[src/rtl/arith_pkg.sv]
// Shared types and constants for the byte-serial adder sequencer.
package arith_pkg;

    localparam int BYTE_W = 8;

    typedef enum logic [1:0] {
        IDLE = 2'd0,
        RUN  = 2'd1,
        DONE = 2'd2
    } state_t;

    // Byte index width, never narrower than one bit.
    function automatic int idx_width(input int nbytes);
        return (nbytes <= 1) ? 1 : $clog2(nbytes);
    endfunction

endpackage

[src/rtl/adder_8bit.sv]
// Shared 8-bit ripple-carry adder slice.
module adder_8bit (
    input  logic [7:0] a,
    input  logic [7:0] b,
    input  logic       cin,
    output logic [7:0] sum,
    output logic       cout
);

    logic [8:0] c;

    always_comb begin
        c[0] = cin;
        sum  = '0;
        for (int i = 0; i < 8; i++) begin
            sum[i]  = a[i] ^ b[i] ^ c[i];
            c[i+1]  = (a[i] & b[i]) | (c[i] & (a[i] ^ b[i]));
        end
        cout = c[8];
    end

endmodule

[src/rtl/adder_seq_ctrl.sv]
// Wide adder sequencer: one byte slice per clock, carry chained
// through a register, valid/ready on both request and result ports.
module adder_seq_ctrl
    import arith_pkg::*;
#(
    parameter int NBYTES = 4
) (
    input  logic                     clk,
    input  logic                     rst,
    input  logic                     in_valid,
    output logic                     in_ready,
    input  logic [BYTE_W*NBYTES-1:0] a,
    input  logic [BYTE_W*NBYTES-1:0] b,
    input  logic                     cin,
    output logic                     out_valid,
    input  logic                     out_ready,
    output logic [BYTE_W*NBYTES-1:0] sum,
    output logic                     cout,
    output logic                     ovf,
    output logic                     busy
);

    localparam int W  = BYTE_W * NBYTES;
    localparam int IW = idx_width(NBYTES);
    localparam logic [IW-1:0] LAST = IW'(NBYTES - 1);

    state_t          state;
    state_t          next;
    logic [W-1:0]    a_r;
    logic [W-1:0]    b_r;
    logic [IW-1:0]   idx;
    logic            carry_r;
    logic [7:0]      slice_sum;
    logic            slice_cout;
    logic            accept;
    logic            last;

    assign accept = (state == IDLE) && in_valid;
    assign last   = (idx == LAST);

    adder_8bit u_slice (
        .a    (a_r[BYTE_W*idx +: BYTE_W]),
        .b    (b_r[BYTE_W*idx +: BYTE_W]),
        .cin  (carry_r),
        .sum  (slice_sum),
        .cout (slice_cout)
    );

    always_ff @(posedge clk or posedge rst) begin
        if (rst) state <= IDLE;
        else     state <= next;
    end

    always_comb begin
        next      = state;
        in_ready  = 1'b0;
        out_valid = 1'b0;
        busy      = 1'b0;
        unique case (state)
            IDLE: begin
                in_ready = 1'b1;
                if (in_valid) next = RUN;
            end
            RUN: begin
                busy = 1'b1;
                if (last) next = DONE;
            end
            DONE: begin
                busy      = 1'b1;
                out_valid = 1'b1;
                if (out_ready) next = IDLE;
            end
            default: next = IDLE;
        endcase
    end

    always_ff @(posedge clk or posedge rst) begin
        if (rst) begin
            a_r     <= '0;
            b_r     <= '0;
            idx     <= '0;
            carry_r <= 1'b0;
            sum     <= '0;
            cout    <= 1'b0;
            ovf     <= 1'b0;
        end else if (accept) begin
            a_r     <= a;
            b_r     <= b;
            idx     <= '0;
            carry_r <= cin;
            sum     <= '0;
        end else if (state == RUN) begin
            sum[BYTE_W*idx +: BYTE_W] <= slice_sum;
            carry_r <= slice_cout;
            if (last) begin
                cout <= slice_cout;
                // Sign overflow: equal operand signs, differing result sign.
                ovf  <= (a_r[W-1] == b_r[W-1]) &&
                        (slice_sum[7] != a_r[W-1]);
            end else begin
                idx <= idx + 1'b1;
            end
        end
    end

endmodule
[config.mk]
export PLATFORM = sky130hd
export DESIGN_NAME = adder_seq_ctrl
export DESIGN_NICKNAME = d
export VERILOG_FILES = /design/src/rtl/arith_pkg.sv /design/src/rtl/adder_8bit.sv /design/src/rtl/adder_seq_ctrl.sv
export SDC_FILE = /design/constraint.sdc
export NUM_CORES = 1
export LEC_CHECK = 0
export BUFFER_PORTS_ARGS = -buffer_cell sky130_fd_sc_hd__buf_2
export CAP_MARGIN = 10
export CORE_AREA = 2 2 111 113
export DETAILED_ROUTE_END_ITERATION = 6
export DIE_AREA = 0 0 113 115
export GPL_TIMING_DRIVEN = 1
export PLACE_DENSITY_LB_ADDON = 0.1
export SYNTH_ARGS = -nofsm -noshare
export SYNTH_HDL_FRONTEND = slang
export SYNTH_SLANG_ARGS = --single-unit
export TNS_END_PERCENT = 100
[constraint.sdc]
create_clock -name clk -period 7.9 [get_ports clk]
set_clock_uncertainty 0.05 [all_clocks]
set_input_delay 0.395 -clock clk [delete_from_list [all_inputs] [get_ports clk]]
set_output_delay 0.395 -clock clk [all_outputs]
set_load 0.05 [all_outputs]
==> impl_metrics.csv <==
group,metric,value,unit
run_status,outcome,"complete, but fails checks",
run_status,violations,"design-rule violations",
place,portBuffers,105,
detailed_routing,dr.pass1.iters,7,
worst_setup_path,cp.arrival,5180,ps
cells_and_area,antenna_cells,0,
synthesis,syn_inst,482,
cts,cts_resized,0,
cells_and_area,fill_cells,1183,
place,dp_hpwl,7.94,mm
cells_and_area,layout.nets,659,
cts,clk-insertion-delay-late,340,ps
timing,slew_viol_final,0,
worst_setup_path,r2r_start,"idx[1]",
timing,hold_viol_final,0,
die,dieArea,0.0130,mm²
power,vdd_drop_max,0.231,mV
timing,finalCritPeriodShare,0.633,
cts,cts_inserted_buffers,9,
synthesis,synth_most_common_cell,"nand2_1",
detailed_routing,remaining_drc_errors,8,
synthesis,synth_warnings,0,
power,pwr_density_cell,474,mW/mm²
synthesis,synthTopCellsByArea,"dfrtp_1 (54%), nand2_1 (18%), mux4_2 (7.6%)",
synthesis,ys_top_cells_by_count,"nand2_1 (227), dfrtp_1 (103), inv_1 (23)",
synthesis,synth_top_area_frac,0.542,
global_routing,antenna_found_initial,0,
power,power_leakage,0.00299,µW
cells_and_area,syn_to_final_growth,19.6,%
cts,ctsHoldBuffers,0,
synthesis,async_flop_share,1.00,
die,initial_core_util,0.403,
cts,cts-root-buf,"clkbuf_16",
synthesis,syn_nets,566,
cts,cts_buffer_depth,2,
synthesis,avgSynthCellArea,9.87,µm²
timing,slew_headroom,0.379,
global_routing,grt_start_max_net_pins,80,
timing,tightest_slew,931,ps
worst_setup_path,crit_path_max_fanout,20,
detailed_routing,routed_wl,10.9,mm
worst_setup_path,worst_ep_required_time,8080,ps
worst_setup_path,rrSetupSlack,2900,ps
synthesis,ys_types,35,
die,rows,40,
worst_setup_path,r2r_end,"ovf",
worst_setup_path,reg2reg_depth,16,
synthesis,synth_area_leader_cell,"dfrtp_1",
cts,cts_tree,"yes",
detailed_routing,via_count,3500,
synthesis,synthFlopType,"dfrtp_1",
cells_and_area,drive_gt1_frac,0.272,
worst_setup_path,path_class,"reg -> reg",
cts,htreeDepth,3,
run,drv_cap,0,
timing,period_minus_slack,5000,ps
timing,layout_setup_ws,2900,ps
global_routing,grt_pass1_vias,3456,
detailed_routing,routedWlPerCell,15.0,µm
cts,post-cts-setup-buffers,0,
detailed_routing,ant_nets,0,
worst_setup_path,worstSetupStartpointType,"flop",
detailed_routing,drt_iter0_drc,254,
die,ioPinCount,106,
cells_and_area,final_util,0.482,
worst_setup_path,crit_path_end_kind,"flop",
place,globalplace.congestion,0.773,
timing,fin_setup_tns,0,ps
power,p_total,2700,µW
die,die_w,113,µm
synthesis,synth_edf_count,0,
die,die_h,115,µm
synthesis,seq_area_frac_synth,0.542,
global_routing,grt.total_usage,0.176,
timing,fmax,200,MHz
synthesis,ys_seq_elements,103,
detailed_routing,via_per_inst,4.81,
global_routing,grt.overflow.total,0,
global_routing,grt_pass1_wl,17.8,mm
cts,clock-sinks,103,
synthesis,synthesis.area,0.00476,mm²
die,core,0.0118,mm²
timing,setup_viol,0,
min_path,hold_path.class,"in -> async",
timing,rsz0062_at_grt,"no",
cts,clk_pin_slew_worst_paths,70,ps
place,dp_slack,2890,ps
==> area by class of cell <==
| cell class | instances | area, µm² | area share |
|---|---|---|---|
| clock buffers | 12 | 267 | 0.0468 |
| clock inverters | 4 | 35.0 | 0.00615 |
| inverters | 24 | 92.6 | 0.0163 |
| multi-input cells | 328 | 1970 | 0.346 |
| flip-flops and latches | 103 | 2580 | 0.453 |
| well taps | 147 | 184 | 0.0323 |
| repair buffers | 109 | 568 | 0.0998 |
==> registers in the layout, summed over array words and instances (netlist names) <==
name,cells
a_r,32
b_r,32
sum,32
idx,2
state,2
carry_r,1
cout,1
ovf,1
==> stage by stage <==
stage          std cells  area, µm²  hold WS [ps]
2_1_floorplan        482       4760           390
3_3_place_gp         710       5370           404
3_5_place_dp         710       5370           409
4_1_cts              726       5670          69.4
5_1_grt              727       5690          96.8
6_report             727       5690          44.0
==> per-layer routing <==
| metal | track usage | share of wire |
|---|---|---|
| met2 | 0.290 | 0.48 |
| met5 | 0 | 0 |
| met1 | 0.238 | 0.46 |
| met3 | 0.0300 | 0.041 |
| met4 | 0.0642 | 0.018 |
==> placed cells by master (no fill, tap or decap), types with 2 or more instances in the layout <==
cell type  count
a21oi_1        6
a22oi_1        2
a2bb2oi_1      2
a31oi_1        2
buf_2        105
buf_4          3
clkbuf_16      9
clkbuf_8       3
dfrtp_1      103
fa_1           8
ha_1           7
inv_1         22
inv_6          3
mux2_2         3
mux2i_1        2
mux4_2        16
nand2_1      226
nand2b_1       4
nand3_1        3
nor2_1         4
o21ai_1       16
o31ai_2        7
or3_1          6
or4_1          2
==> power breakdown <==
part           total, µW  internal (µW)  switching, µW
Sequential           875            736            139
Combinational       1380            473            904
Clock                444            244            200
==> how the worst max path moves through the flow <==
stage | start | end | cells after the start
after floorplan | idx[1] | ovf | 18
after global placement | idx[1] | ovf | 16
after detailed placement | idx[1] | ovf | 16
after CTS | idx[1] | ovf | 16
after global routing | idx[0] | ovf | 17
final | idx[1] | ovf | 16
==> cell families (layout without fill, tap and decap cells) <==
logic type / Yosys count / after routing / share of synthesized area
buf+inv: 51 / 149 / 0.0455
simple gates: 251 / 251 / 0.210
xor+xnor: 1 / 1 / 0.00184
flops: 103 / 103 / 0.542
compound gates: 40 / 40 / 0.0620
fa+ha+maj: 15 / 15 / 0.0520
mux: 21 / 21 / 0.0870
==> worst max-delay path, stage by stage (launching register included) <==
cell and delay [ps]:
dfrtp_1 890, mux4_2 340, inv_1 50, fa_1 400, fa_1 390, fa_1 390
fa_1 400, fa_1 380, inv_1 80, fa_1 160, inv_1 50, fa_1 350
inv_1 70, fa_1 460, nand2b_1 100, o22ai_1 70, mux2_2 260
Note: power is estimated with default switching activity, not from simulation.
